**src/rtl/pixel_fetch_pkg.sv**
```systemverilog
// Shared defaults and derived constants for the upscaling frame-buffer fetch path.
// Also holds the packed bundle used to carry de/hs/vs through the alignment delay.
package pixel_fetch_pkg;

   localparam int DEF_H_ACT  = 800;
   localparam int DEF_SCALE  = 4;
   localparam int DEF_IMG_W  = 200;
   localparam int DEF_IMG_H  = 150;
   localparam int DEF_RD_LAT = 2;
   localparam int DEF_ADDR_W = 15;
   localparam int DEF_RGB_W  = 12;

   typedef struct packed {
      logic de;
      logic hs;
      logic vs;
   } sync_t;

   // Counter width that stays legal when the range collapses to a single value.
   function automatic int cnt_width(input int n);
      return (n > 1) ? $clog2(n) : 1;
   endfunction

   // Start address of the last source row; row_base never advances past it.
   function automatic int row_base_max(input int img_w, input int img_h);
      return (img_h - 1) * img_w;
   endfunction

   localparam int DEF_ROW_BASE_MAX = row_base_max(DEF_IMG_W, DEF_IMG_H);

endpackage

```
**src/rtl/sync_delay.sv**
```systemverilog
// Fixed-depth shift register that aligns de/hs/vs with the frame-buffer read pipeline.
// dout_pre taps one stage earlier so the rgb register can use it as its load enable.
module sync_delay #(
   parameter int DEPTH = 3,
   parameter int WIDTH = 3
) (
   input  logic             pclk,
   input  logic             rstn,
   input  logic [WIDTH-1:0] din,
   output logic [WIDTH-1:0] dout,
   output logic [WIDTH-1:0] dout_pre
);

   logic [WIDTH-1:0] stage [DEPTH];

   always_ff @(posedge pclk or negedge rstn) begin
      if (!rstn) begin
         for (int i = 0; i < DEPTH; i++) stage[i] <= '0;
      end else begin
         stage[0] <= din;
         for (int i = 1; i < DEPTH; i++) stage[i] <= stage[i-1];
      end
   end

   assign dout = stage[DEPTH-1];

   generate
      if (DEPTH > 1) begin : g_tap
         assign dout_pre = stage[DEPTH-2];
      end else begin : g_direct
         assign dout_pre = din;
      end
   endgenerate

endmodule

```
**src/rtl/pixel_fetch.sv**
```systemverilog
// Generates frame-buffer read addresses for an integer-upscaled image and realigns
// the returned pixel with the display syncs across the read latency.
module pixel_fetch
   import pixel_fetch_pkg::*;
#(
   parameter int H_ACT  = DEF_H_ACT,
   parameter int SCALE  = DEF_SCALE,
   parameter int IMG_W  = DEF_IMG_W,
   parameter int IMG_H  = DEF_IMG_H,
   parameter int RD_LAT = DEF_RD_LAT,
   parameter int ADDR_W = DEF_ADDR_W,
   parameter int RGB_W  = DEF_RGB_W
) (
   input  logic              pclk,
   input  logic              rstn,
   input  logic              hen,
   input  logic              ven,
   input  logic              hs_in,
   input  logic              vs_in,
   output logic [ADDR_W-1:0] raddr,
   input  logic [RGB_W-1:0]  rdata,
   output logic [RGB_W-1:0]  rgb,
   output logic              hs_o,
   output logic              vs_o,
   output logic              frame_start
);

   localparam int SX_W = cnt_width(SCALE);
   localparam int COL_W = cnt_width(IMG_W);
   // Never fetch past the narrower of the source image and the scaled active line.
   localparam int COL_LIMIT = ((H_ACT / SCALE) < IMG_W) ? (H_ACT / SCALE) : IMG_W;
   localparam logic [ADDR_W-1:0] ROW_MAX = ADDR_W'(row_base_max(IMG_W, IMG_H));
   localparam logic [ADDR_W-1:0] ROW_STEP = ADDR_W'(IMG_W);

   logic [SX_W-1:0]   sx;
   logic [SX_W-1:0]   sy;
   logic [COL_W-1:0]  col;
   logic [ADDR_W-1:0] row_base;
   logic              de;
   logic              de_q;
   logic              ven_q;
   logic              line_end;
   sync_t             sync_in;
   sync_t             sync_pre;
   sync_t             sync_out;
   logic              unused_de_out;

   assign de       = hen & ven;
   assign line_end = de_q & ~de & ven;

   always_ff @(posedge pclk or negedge rstn) begin
      if (!rstn) begin
         sx       <= '0;
         sy       <= '0;
         col      <= '0;
         row_base <= '0;
      end else if (!ven) begin
         sx       <= '0;
         sy       <= '0;
         col      <= '0;
         row_base <= '0;
      end else if (de) begin
         if (sx == SX_W'(SCALE - 1)) begin
            sx <= '0;
            if (col != COL_W'(COL_LIMIT - 1)) col <= col + 1'b1;
         end else begin
            sx <= sx + 1'b1;
         end
      end else if (line_end) begin
         sx  <= '0;
         col <= '0;
         if (sy == SX_W'(SCALE - 1)) begin
            sy <= '0;
            if (row_base < ROW_MAX) row_base <= row_base + ROW_STEP;
         end else begin
            sy <= sy + 1'b1;
         end
      end
   end

   // Combinational so the address leaves in the same cycle as the pixel's de.
   assign raddr = row_base + ADDR_W'(col);

   always_ff @(posedge pclk or negedge rstn) begin
      if (!rstn) begin
         de_q        <= 1'b0;
         ven_q       <= 1'b0;
         frame_start <= 1'b0;
      end else begin
         de_q        <= de;
         ven_q       <= ven;
         frame_start <= ven & ~ven_q;
      end
   end

   assign sync_in = '{de: de, hs: hs_in, vs: vs_in};

   sync_delay #(
      .DEPTH (RD_LAT + 1),
      .WIDTH (3)
   ) u_sync_delay (
      .pclk     (pclk),
      .rstn     (rstn),
      .din      (sync_in),
      .dout     (sync_out),
      .dout_pre (sync_pre)
   );

   // rdata lands RD_LAT cycles after its address, exactly when the early tap shows its de.
   always_ff @(posedge pclk or negedge rstn) begin
      if (!rstn) begin
         rgb <= '0;
      end else begin
         rgb <= sync_pre.de ? rdata : '0;
      end
   end

   assign hs_o          = sync_out.hs;
   assign vs_o          = sync_out.vs;
   assign unused_de_out = sync_out.de;

endmodule

```
**config.mk**
```make
export PLATFORM = sky130hd
export DESIGN_NAME = pixel_fetch
export DESIGN_NICKNAME = d
export VERILOG_FILES = /design/src/rtl/pixel_fetch_pkg.sv /design/src/rtl/sync_delay.sv /design/src/rtl/pixel_fetch.sv
export SDC_FILE = /design/constraint.sdc
export NUM_CORES = 1
export LEC_CHECK = 0
export ABC_AREA = 1
export BUFFER_PORTS_ARGS = -buffer_cell sky130_fd_sc_hd__buf_2
export CAP_MARGIN = 20
export CELL_PAD_IN_SITES_DETAIL_PLACEMENT = 1
export CELL_PAD_IN_SITES_GLOBAL_PLACEMENT = 1
export CORE_MARGIN = 8
export CORE_UTILIZATION = 36
export DETAILED_ROUTE_END_ITERATION = 8
export GPL_ROUTABILITY_DRIVEN = 0
export MAX_ROUTING_LAYER = met4
export PLACE_DENSITY_LB_ADDON = 0.1
export REMOVE_ABC_BUFFERS = 1
export SYNTH_ARGS = -nofsm -noshare
export SYNTH_HDL_FRONTEND = slang
export SYNTH_SLANG_ARGS = --single-unit
export TNS_END_PERCENT = 50
```
**constraint.sdc**
```tcl
create_clock -name pclk -period 1.5 [get_ports pclk]
set_input_delay 0.075 -clock pclk [delete_from_list [all_inputs] [get_ports pclk]]
set_output_delay 0.075 -clock pclk [all_outputs]
set_load 0.01 [all_outputs]
```
==> Word level (Yosys, flattened, before mapping) <==
Index checks and enable logic that the tools add are counted.
{ "word_totals": {"regBits": 50, "input_bits": 18, "output_inout_bits": 30, "word_cells": 55} }
{ "classes": {"add_sub_neg": 5, "order_cmp": 1, "n_eq_ne": 10, "mux": 19, "n_bitwise": 6, "n_reduce_logical": 3} }
{ "op_table": {"columns": ["op", "count"], "rows": [
  ["15-bit two-way mux", 5],
  ["8-bit two-way mux", 5],
  ["2-bit two-way mux", 8],
  ["15-bit by 8-bit adder with 15-bit output", 1],
  ["15-bit by 8-bit adder with 15-bit output (second input constant)", 1],
  ["15-bit < comparator (second input constant)", 1],
  ["12-bit two-way mux", 1],
  ["8-bit by 1-bit adder with 8-bit output (second input constant)", 1],
  ["8-bit != test (second input constant)", 1],
  ["2-bit by 1-bit != test with 1-bit output (second input constant)", 3],
  ["3-bit by 2-bit != test with 1-bit output (second input constant)", 2],
  ["2-bit by 1-bit adder with 2-bit output (second input constant)", 2],
  ["1-bit AND", 4],
  ["2-bit == test (second input constant)", 2],
  ["4-bit AND reduction", 1],
  ["3-bit by 1-bit != test with 1-bit output (second input constant)", 1],
  ["3-bit AND reduction", 1],
  ["2-bit != test (second input constant)", 1],
  ["1-bit NOT", 2],
  ["2-bit AND reduction", 1]
]} }

==> Depth between registers and ports, before layout <==
{ "depth": {"depth_word": 7, "depth_mapped": 10, "mapped_depth_nobuf": 10} }

==> Hierarchy <==
Synthesis repeated with hierarchy kept, for this count alone.
{ "unflattened": {"cells_unflattened": 334, "area_unflattened_um2": 2623.8} }
{ "by_module_without_submodules": {"columns": ["mod", "n_inst", "cells_per_inst", "area_per_inst_um2", "seq_area_each_um2"], "rows": [
  ["pixel_fetch", 1, 319, 2353.5, 975.9],
  ["sync_delay", 1, 15, 270.3, 225.2]
]} }

==> Least setup slack after synthesis <==
OpenSTA, ideal clock, no wires.
{ "synth_timing": {"path_kind": "reg2out", "startpoint": "register col[7]", "endpoint": "output raddr[10]", "arrival_time_ns": 1.546, "required_ns": 1.425, "setup_slack_ns": -0.121, "stages_incl_launch_ff": 8, "n_path_buf": 0, "cell_sequence": "dfrtp_1 -> ha_1 -> nand2_1 -> inv_1 -> nand4_1 -> a21oi_1 -> nor2_1 -> a21oi_1"} }
{ "synth_between": {"elab_chain_cells": 1} }
{ "synth_rtl": {"columns": ["item", "line", "rtl"], "rows": [
  ["from (decl)", "pixel_fetch.sv:37", "logic [COL_W-1:0] col;"],
  ["from (signal assigned)", "pixel_fetch.sv:65", "if (col != COL_W'(COL_LIMIT - 1)) col <= col + 1'b1;"],
  ["15-bit by 8-bit adder with 15-bit output", "pixel_fetch.sv:82", "assign raddr = row_base + ADDR_W'(col);"],
  ["to (decl)", "pixel_fetch.sv:20", "output logic [ADDR_W-1:0] raddr,"]
]} }
Every way passes these cells.

==> Worst setup path after layout <==
{ "layout_timing": {"startpoint": "register col[6]", "endpoint": "output raddr[14]"} }
The elaborated chain is that of the path after synthesis.

==> results.md <==
- The flow ran to the end, but the final reports show violations.
- The final reports fail on negative setup slack.
- The first global-routing pass estimated about 13000 um of wire.
- In this run the static leakage power is 1.924 nW.
- The antenna cell count is 0.
- The final-report hold violation count is 0.
- The worst register-to-register path has a depth of 10.
- After global routing the overflow that remains totals 0.
- The number of global-route vias before repair was 2647.
- During synthesis, Yosys emitted a total of 0 warnings.
- The worst hold path startpoint is hen.
- The chip height is 99.67 um.
- The highest layer touched by signal routing is met4.
- The number of flops mapped to enable cells by yosys is 0.
- The total routed wirelength is 7400 um.
- The HPWL after detailed placement is 5282 um.
- In this run the core area contains 30 standard-cell rows.
- Global routing consumed, over all layers together, 16.34% of the routing resources.
- Walking the worst path, the cells encountered are ha_4 -> nand2_4 -> inv_2 -> nand4_1 -> a21oi_1 -> buf_4 -> nand2_2 -> nand2_1 -> nand2_1 -> buf_2.
- The share of synthesized flip-flops with an asynchronous set or reset is 100.0%.
- The peak fanout along the critical path is 7.
- Across the run, the number of max-cap violations was 0.
- In this run the mean area of a mapped cell was just under 8 sq um.
- The initial utilization of the core area, before any placement, comes to around 37%.
- The clock latency at the later pin of the worst-skew pair is 0.30 ns.
- The met3 wire length is 213 um.
- The initial antenna violation count is 0.
- In the final routing, the length of wire on met1 measures 3319 um.
- The kind of launch point of the worst setup path is a flip-flop.
- The core outline area is 0.006794 sq mm.
- The number of clock sinks seen by CTS is 46.
- At the worst endpoint, the arrival time is about 1.9 ns.
- The count of final max-slew check failures is 0.
- By startpoint and endpoint, the worst setup path is classified as flip-flop to output port.
- On the final layout, the worst clock skew is 0.009940 ns.
- The slowest stage of the critical path belongs to the cell dfrtp_1.
- The first element of the critical path is col[6].
- The min-delay analysis places its worst path in the category input port to flip-flop.
- The most common flop cell mapped by yosys is dfrtp_1.
- The ratio of cells with drive above 1 in the final layout is between 30% and 40%.
- The clock root buffer is clkbuf_8.
- Synthesis instantiated 29 different standard cells from the library.
- The flip-flop and latch count after synthesis is 46.
- The achievable clock frequency is 512.2 MHz.
- Adding up every negative setup slack in the final design gives -4.849 ns.
- By area the synthesized netlist is led by dfrtp_1 46%, nand2_1 12%, nand3_1 6.2%.
- The total CTS buffers is 5.
- The via density per instance is 4.660.
- Counting instances, the worst hold path has a depth of 4.
- The area share of the largest cell type after synthesis is about 46%.
- From synthesis to final layout, the design area changed by 39.32%.
- The final critical path time including I/O delays and setup is 1.952 ns.
- The floorplan step defined a die boundary enclosing 0.009933 sq mm.
- The DRC marker count from the first detailed-route iteration is 61.
- The net count reported at finish is around 450.
- The worst pin sits at a relative slew slack of between 70 and 80%.
- The worst register-to-register path begins at row_base[3].
- The required time of the critical path is 1.42 ns.
- Synthesis handed over a netlist of 322 instances.
- The sum of met2 wire segment lengths after detailed routing is 3795 um.
- Dividing the detail-routed wire length by the instance count gives 14.31 um.
- The delay contributed by the slowest stage of the critical path is approximately 0.43 ns.
- The cell type with the highest occurrence count on the critical path is nand2_1.
- The commonest cells after synthesis are 82 x nand2_1, 46 x dfrtp_1, 40 x inv_1, 34 x nor2_1, 31 x nand3_1.
- Entering global routing, the biggest net connects 26 pins.
- The count of TritonRoute iterations in the first routing pass is 4.
- The kind of end point of the critical path is an output port.
- The share of the clock period used by the worst path after layout is 130.2%.
- Setup repair after global routing could not meet its margin everywhere.
- Summed over all instances, the cell type with the most area after synthesis is dfrtp_1.
- The worst-margin pin slew is 0.3940 ns.
- The number of nets with antenna violations after detailed routing is 0.
- The clock slew seen by the registers of the worst setup and hold paths is 0.10 ns.
- The leading cell type by number of instances after synthesis is nand2_1.
- The post-layout worst setup margin is -0.4525 ns.
- The number of design rule violations left after detail routing is 0.
- In this run the deepest clock path goes through 2 buffers.
- The CTS tree is yes.
- After synthesis, flip-flops and latches occupy 45.68% of the total area.
- The mapped cell area is 0.002520 sq mm.
- The count of buffers added on input and output ports is 47.
- The via count is 2409.
- The number of levels the H-tree was split into is 2.
- The final hold slack is 0.1323 ns.
- During I/O placement, the number of pins put on the boundary was between 40 and 50.
- The areal power density over the cells is 755.4 mW/mm^2.
- From left edge to right edge, the die measures 99.67 um.
- The worst-case vdd ir drop is 0.5288 mV.
- The total setup violations reported at the end of the flow is 22.
[report_power, final]
part | leakage [nW] | internal [W] | switching [W]
registers | 0.607 | 0.00130 | 0.0000479
clock network | 0.0467 | 0.000346 | 0.000478
logic | 1.27 | 0.000218 | 0.000266
total | 1.92 | 0.00186 | 0.000792
[worst max-delay path, delay by kind of cell (launching register included)]
family | cells | cell delay (ns)
buf+inv | 3 | 0.35
fa+ha+maj | 1 | 0.30
compound gates | 1 | 0.16
flops | 1 | 0.43
simple gates | 5 | 0.32
[cells in the final DEF (no fill, tap or decap), drive strengths merged, types with 10 or more instances in the layout]
cell         count
buf             90
nand2           89
dfrtp           46
inv             45
nor2            36
nand3           31
dlygate4sd3     16
o21ai           16
a21oi           10
ha              10
[worst paths after layout]
check	to	slack, ns
max	raddr[14]	-0.45
min	sx[0]	0.13
max reg2reg	row_base[6]	-0.16
min reg2reg	u_sync_delay.dout_pre[1]	0.36
max in group asynchronous	ven_q	0.81
min in group asynchronous	row_base[9]	0.21
[state kept, by name (all words and copies together) (netlist names)]
signal and flops:
frame_start 1, u_sync_delay.dout_pre 3, row_base 12, rgb 12, col 8, sy 2
sx 2, u_sync_delay.dout 2, ven_q 1, u_sync_delay.stage 2, de_q 1
[logic make-up (layout without fill, tap and decap cells)]
group / count (synthesis) / count (layout) / synth area share [%]
xor gates and xnor gates: 7 / 7 / 2.433
buffers and inverters: 58 / 157 / 10.08
DFF: 46 / 46 / 45.68
adders and majority gates: 10 / 10 / 4.965
AOI/OAI and AO/OA: 30 / 30 / 7.299
and+or+nand+nor: 171 / 171 / 29.54
[final cells by class]
type / count / area (sq um)
Sequential cell: 46 / 1152
Inverter: 43 / 163.9
Clock buffer: 5 / 68.82
Fill cell: 854 / 3283
Tap cell: 96 / 120.1
Multi-Input combinational cell: 218 / 1230
Timing Repair Buffer: 106 / 748.2
Clock inverter: 3 / 27.53
[what timing repair did]
item,CTS,global route
endpoints found under the setup margin,23,24
buffers inserted,1,3
endpoints found under the hold margin,26,0
gates resized for setup,20,14
hold buffers,16,0
gates cloned,1,0
pin swaps,6,4
[metal layers]
layer / GRT usage (%) / vias up
met4: 4.307 / 0
met3: 3.561 / 5
met1: 18.22 / 1170
met2: 28.73 / 33
li1: - / 1201
met5: - / -
[per-stage QoR]
| stage | cells | power [W] | setup slack, ns | instance area [sq um] | util (%) |
|---|---|---|---|---|---|
| 2_1_floorplan | 307 | 0.001566 | -0.1801 | 2427 | - |
| 3_3_place_gp | 488 | 0.001775 | -0.1264 | 3080 | 45.34 |
| 3_5_place_dp | 488 | 0.001791 | -0.2440 | 3080 | 45.34 |
| 4_1_cts | 514 | 0.002684 | -0.4677 | 3441 | 50.64 |
| 5_1_grt | 517 | 0.002791 | -0.5698 | 3511 | 51.68 |
| 6_report | 517 | 0.002652 | -0.4525 | 3511 | 51.68 |
Power figures use the tool's default switching activity.
